[src/rtl/frequency_meter_pkg.sv]
// Shared types and helpers for the frequency meter: FSM state encoding and
// the gate-window length derived from the clock and gate rates.
package frequency_meter_pkg;

  typedef enum logic [1:0] {
    IDLE    = 2'd0,
    ARM     = 2'd1,
    MEASURE = 2'd2
  } meter_state_t;

  // Number of system clocks in one gate window.
  function automatic int window_cycles(input int freq_in, input int gate_freq);
    return freq_in / gate_freq;
  endfunction

endpackage

[src/rtl/frequency_meter_edge_synchronizer.sv]
// Brings the asynchronous input into the clock domain and flags rising edges.
// prev only follows the synchronized level while primed or tracking.
module edge_synchronizer #(
  parameter int SYNC_STAGES = 2
) (
  input  logic clock_i,
  input  logic reset_n_i,
  input  logic signal_i,
  input  logic prime_i,
  input  logic track_i,
  output logic rise_o
);

  logic [SYNC_STAGES-1:0] sync_q;
  logic                   prev_q;
  logic                   level;

  assign level = sync_q[SYNC_STAGES-1];

  always_ff @(posedge clock_i or negedge reset_n_i) begin
    if (!reset_n_i) begin
      sync_q <= '0;
      prev_q <= 1'b0;
    end else begin
      sync_q <= {sync_q[SYNC_STAGES-2:0], signal_i};
      if (prime_i || track_i) begin
        prev_q <= level;
      end
    end
  end

  assign rise_o = level & ~prev_q;

endmodule

[src/rtl/frequency_meter.sv]
// Counts rising edges of signal_i over back-to-back gate windows and
// publishes each window's (saturated) count with a one-cycle valid strobe.
module frequency_meter
  import frequency_meter_pkg::*;
#(
  parameter int WORD_LENGTH    = 16,
  parameter int FREQUENCY_IN   = 100000000,
  parameter int GATE_FREQUENCY = 1000,
  parameter int SYNC_STAGES    = 2
) (
  input  logic                   clock_i,
  input  logic                   reset_n_i,
  input  logic                   enable_i,
  input  logic                   signal_i,
  output logic [WORD_LENGTH-1:0] count_o,
  output logic                   valid_o,
  output logic                   overflow_o,
  output logic                   busy_o
);

  localparam int WINDOW = window_cycles(FREQUENCY_IN, GATE_FREQUENCY);
  localparam int WCNT_W = $clog2(WINDOW);
  localparam int ACNT_W = $clog2(SYNC_STAGES);
  localparam logic [WCNT_W-1:0]      WINDOW_LAST = WCNT_W'(WINDOW - 1);
  localparam logic [ACNT_W-1:0]      ARM_LAST    = ACNT_W'(SYNC_STAGES - 1);
  localparam logic [WORD_LENGTH-1:0] ECNT_MAX    = '1;

  meter_state_t           state_q, state_d;
  logic [WCNT_W-1:0]      wcnt_q;
  logic [ACNT_W-1:0]      acnt_q;
  logic [WORD_LENGTH-1:0] ecnt_q, ecnt_next;
  logic                   sticky_q, sticky_next;
  logic                   rise, prime, track, window_end;

  edge_synchronizer #(
    .SYNC_STAGES(SYNC_STAGES)
  ) u_sync (
    .clock_i  (clock_i),
    .reset_n_i(reset_n_i),
    .signal_i (signal_i),
    .prime_i  (prime),
    .track_i  (track),
    .rise_o   (rise)
  );

  always_ff @(posedge clock_i or negedge reset_n_i) begin
    if (!reset_n_i) begin
      state_q <= IDLE;
    end else begin
      state_q <= state_d;
    end
  end

  // ARM lasts SYNC_STAGES cycles; prev is primed on its final cycle.
  always_comb begin
    state_d    = state_q;
    prime      = 1'b0;
    track      = 1'b0;
    window_end = 1'b0;
    case (state_q)
      IDLE: begin
        if (enable_i) state_d = ARM;
      end
      ARM: begin
        prime = (acnt_q == ARM_LAST);
        if (!enable_i)  state_d = IDLE;
        else if (prime) state_d = MEASURE;
      end
      MEASURE: begin
        track      = 1'b1;
        window_end = (wcnt_q == WINDOW_LAST);
        if (!enable_i) state_d = IDLE;
      end
      default: state_d = IDLE;
    endcase
  end

  // An edge arriving while the count is already all-ones marks the window as overflowed.
  always_comb begin
    ecnt_next   = ecnt_q;
    sticky_next = sticky_q;
    if (track && rise) begin
      if (ecnt_q == ECNT_MAX) sticky_next = 1'b1;
      else                    ecnt_next   = ecnt_q + WORD_LENGTH'(1);
    end
  end

  always_ff @(posedge clock_i or negedge reset_n_i) begin
    if (!reset_n_i) begin
      acnt_q     <= '0;
      wcnt_q     <= '0;
      ecnt_q     <= '0;
      sticky_q   <= 1'b0;
      count_o    <= '0;
      overflow_o <= 1'b0;
      valid_o    <= 1'b0;
    end else begin
      valid_o <= 1'b0;
      if (state_q == ARM) acnt_q <= acnt_q + ACNT_W'(1);
      else                acnt_q <= '0;
      if (!track) begin
        wcnt_q   <= '0;
        ecnt_q   <= '0;
        sticky_q <= 1'b0;
      end else if (window_end) begin
        count_o    <= ecnt_next;
        overflow_o <= sticky_next;
        valid_o    <= 1'b1;
        wcnt_q     <= '0;
        ecnt_q     <= '0;
        sticky_q   <= 1'b0;
      end else begin
        wcnt_q   <= wcnt_q + WCNT_W'(1);
        ecnt_q   <= ecnt_next;
        sticky_q <= sticky_next;
      end
    end
  end

  assign busy_o = (state_q != IDLE);

endmodule

[config.mk]
export PLATFORM = sky130hd
export DESIGN_NAME = frequency_meter
export DESIGN_NICKNAME = d
export VERILOG_FILES = /design/src/rtl/frequency_meter_pkg.sv /design/src/rtl/frequency_meter_edge_synchronizer.sv /design/src/rtl/frequency_meter.sv
export SDC_FILE = /design/constraint.sdc
export NUM_CORES = 1
export LEC_CHECK = 0
export ABC_CLOCK_PERIOD_IN_PS = 3000
export BUFFER_PORTS_ARGS = -buffer_cell sky130_fd_sc_hd__buf_2
export CORE_MARGIN = 2
export CORE_UTILIZATION = 58
export CTS_CLUSTER_DIAMETER = 120
export DETAILED_ROUTE_END_ITERATION = 7
export GPL_ROUTABILITY_DRIVEN = 0
export PLACE_DENSITY_LB_ADDON = 0.08
export SLEW_MARGIN = 20
export SYNTH_ARGS = -nofsm -noshare
export SYNTH_HDL_FRONTEND = slang
export SYNTH_SLANG_ARGS = --single-unit
[constraint.sdc]
create_clock -name clock_i -period 3 [get_ports clock_i]
set_clock_uncertainty 0.2 [all_clocks]
set_input_delay 0.3 -clock clock_i [delete_from_list [all_inputs] [get_ports clock_i]]
set_output_delay 0.3 -clock clock_i [all_outputs]
set_load 0.01 [all_outputs]
==> results.ini <==
[synthesis]
synth.yosys.seq_area_share = 0.5498
yosys_warnings = 0
syn_inst = 246
syn_area_per_cell_um2 = 10.73
yosysUniqueCellTypes = 42
netlist_area_um2 = 2640
synth_nets = 252
ys_ff_latch = 58

[floorplanning]
core-area_um2 = 4384
pin_count = 23
dieArea_um2 = 5107
die_x_um = 71.47
die_h_um = 71.47
rows = 24
start_util = 0.6022

[worst_setup_path]
reg2reg_to = count_o[15]$_DFFE_PN0P_
cp.required_ps = 3050
worstSetupStartpoint = wcnt_q[6]$_DFF_PN0_
end_kind = register
rr_worst_depth = 5
cp.arrival_ps = 2440
path_max_fanout = 31
worstSetupPathType = reg -> reg
r2r_slack_ps = 610
start_kind = register
r2r_start = wcnt_q[6]$_DFF_PN0_

[clock_tree]
clk_pin_slew_ps = 60
cts_tree = yes
cts-root-buf = clkbuf_8
cts_buffers = 9
insertion_delay_ps = 330
clock_sinks = 58
cts_max_level = 3
clockBufferDepth = 2

[timing]
fin_ws_ps = 608.6
fin_crit_ps = 2391
drv_slew = 0
fin_crit_sh = 0.7971
rsz0062_at_grt = no
tns_ps = 0
max-slew-margin-rel = 0.5349
setup_viol = 0
worstMarginPinSlew_ps = 697.7
hold_violations = 0
max_freq_ghz = 0.4182
whs_ps = 14.94

[run]
cap_violations = 0

[final_layout]
postLayoutCellArea_um2 = 3025
final_core_util = 0.6901
antenna-diode-count = 0
fillerInstances = 359
layout_commonest_cell = dfrtp_1
layout_common_cells = 58 x dfrtp_1, 44 x nor2_1, 22 x buf_2, 16 x xnor2_1, 14 x clkbuf_8
area_growth_pct = 14.60
nNetsFinal = 285
drive_above_1_share = 0.2289

[min_path]
hold_depth = 3
hold_class = in -> reg
min_from = enable_i
min_to = state_q[1]$_DFFE_PN0P_

[global_route]
grt_pass1_vias = 1710
grt-ovfl-total = 0
antenna_found_initial = 0
grt_max_degree = 59
grt_usage = 0.2109
grt_pass1_wl_um = 8073

[drt]
num_vias = 1810
drc_errors = 0
drtAntennaViolNets = 0
wl_per_cell_um = 13.80
drtPass1Iterations = 4
drt_iter0_drc = 105
wl_um = 4637
via_per_inst = 5.387

[power]
p_sw_frac = 0.2111
p_sw_mw = 0.3298
power_frac_comb = 0.037
power.density_nw_per_um2 = 516.3
intPower_mw = 1.232
power_leakage_nw = 1.314
seqPwrFrac = 0.516
p_clk_frac = 0.446
peakVddDrop_mv = 0.4231

[placement]
numPortBuffers = 22
dp_hpwl_um = 3107
preCtsSetupSlack_ps = 619.0
dpl-instance-area_um2 = 2804

[run_status]
status = finished, final reports clean

-- worst max-delay path by stage --
stage | to | slack (ps) | cells after the start
2_1_floorplan | count_o[13]$_DFFE_PN0P_ | 810 | 4
3_3_place_gp | count_o[15]$_DFFE_PN0P_ | 660 | 5
3_5_place_dp | count_o[14]$_DFFE_PN0P_ | 620 | 5
4_1_cts | count_o[12]$_DFFE_PN0P_ | 600 | 6
5_1_grt | count_o[14]$_DFFE_PN0P_ | 470 | 5
6_report | count_o[15]$_DFFE_PN0P_ | 610 | 5
-- power groups by stage --
stage / clock (mW) / sequential, mW / combinational [mW]
floorplan: 0 / 0.819 / 0.0310
CTS: 0.716 / 0.806 / 0.0608
global placement: 0 / 0.820 / 0.0582
finish: 0.697 / 0.807 / 0.0582
detailed placement: 0 / 0.821 / 0.0584
global route: 0.749 / 0.808 / 0.0671
-- cell usage after synthesis (all sizes together) --
cell type	count	area [um^2]
nor3	9	56.31
or2	2	12.51
a211oi	1	7.510
mux2	2	22.52
nand4b	1	8.760
a21oi	18	135.1
a31oi	3	25.02
dfrtp	58	1451
o31ai	1	7.510
nand3b	1	7.510
nor3b	3	22.52
nand4bb	1	11.26
nand3	8	40.04
nor4	4	31.28
and2	2	12.51
ha	2	25.02
nand2b	4	25.02
xor2	8	70.07
inv	9	33.78
nor2	45	171.4
or4	3	22.52
clkbuf	1	3.750
buf	6	45.04
xnor2	16	140.1
and4	1	8.760
nand2	9	33.78
and4bb	1	12.51
and3	4	25.02
mux2i	5	50.05
or3b	1	8.760
nand4	9	56.30
o21ai	3	15.01
o21bai	1	11.26
or3	4	30.03
-- layer usage --
metal	global-route usage	vias up	wire [um]
met4	0.08176	0	68
met5	0	-	0
met2	0.2860	28	1971
li1	-	917	-
met3	0.07595	6	175
met1	0.3117	859	2421
-- per-stage QoR --
step | instances | total power, mW
2_1_floorplan | 246 | 0.8498
3_3_place_gp | 318 | 0.8786
3_5_place_dp | 318 | 0.8792
4_1_cts | 336 | 1.583
5_1_grt | 336 | 1.624
6_report | 336 | 1.562
-- kinds of logic (layout without fill, tap and decap cells) --
kind of cell | after synthesis | in the layout | synth area share
AND/OR/NAND/NOR | 112 | 112 | 0.2261
adder cells (fa/ha/maj) | 2 | 2 | 0.009477
AO/OA/AOI/OAI | 27 | 27 | 0.07630
XOR/XNOR | 24 | 24 | 0.07962
multiplexers | 7 | 7 | 0.02749
flip-flops | 58 | 58 | 0.5498
buffers and inverters | 16 | 54 | 0.03128
-- cell type report --
class                           count  area [um^2]  area share
Clock buffer                       15        196.4     0.06493
Clock inverter                      1        5.005    0.001654
Inverter                            9        33.78     0.01117
Multi-Input combinational cell    172         1106      0.3656
Sequential cell                    58         1451      0.4797
Tap cell                           52        65.06     0.02151
Timing Repair Buffer               29        167.7     0.05542
-- worst max-delay path: stages, from the launching register on --
cell and delay (ps):
dfrtp_1 420, or4_1 530, or3_4 360, nor3_4 190, buf_4 380, mux2i_1 220
-- flip-flops by register name, summed over array words and instances, names as in the netlist --
| name | count |
|---|---|
| acnt_q | 1 |
| valid_o | 1 |
| u_sync.sync_q | 2 |
| overflow_o | 1 |
| wcnt_q | 17 |
| ecnt_q | 16 |
| count_o | 16 |
| state_q | 2 |
| u_sync.prev_q | 1 |
| sticky_q | 1 |
-- timing repair --
item,4_1_cts,5_1_grt
gates resized for setup,0,0
setup endpoints to repair,0,0
hold buffers,2,0
setup buffers,0,0
hold endpoints to repair,59,0
(Power assumes the default switching activity.)
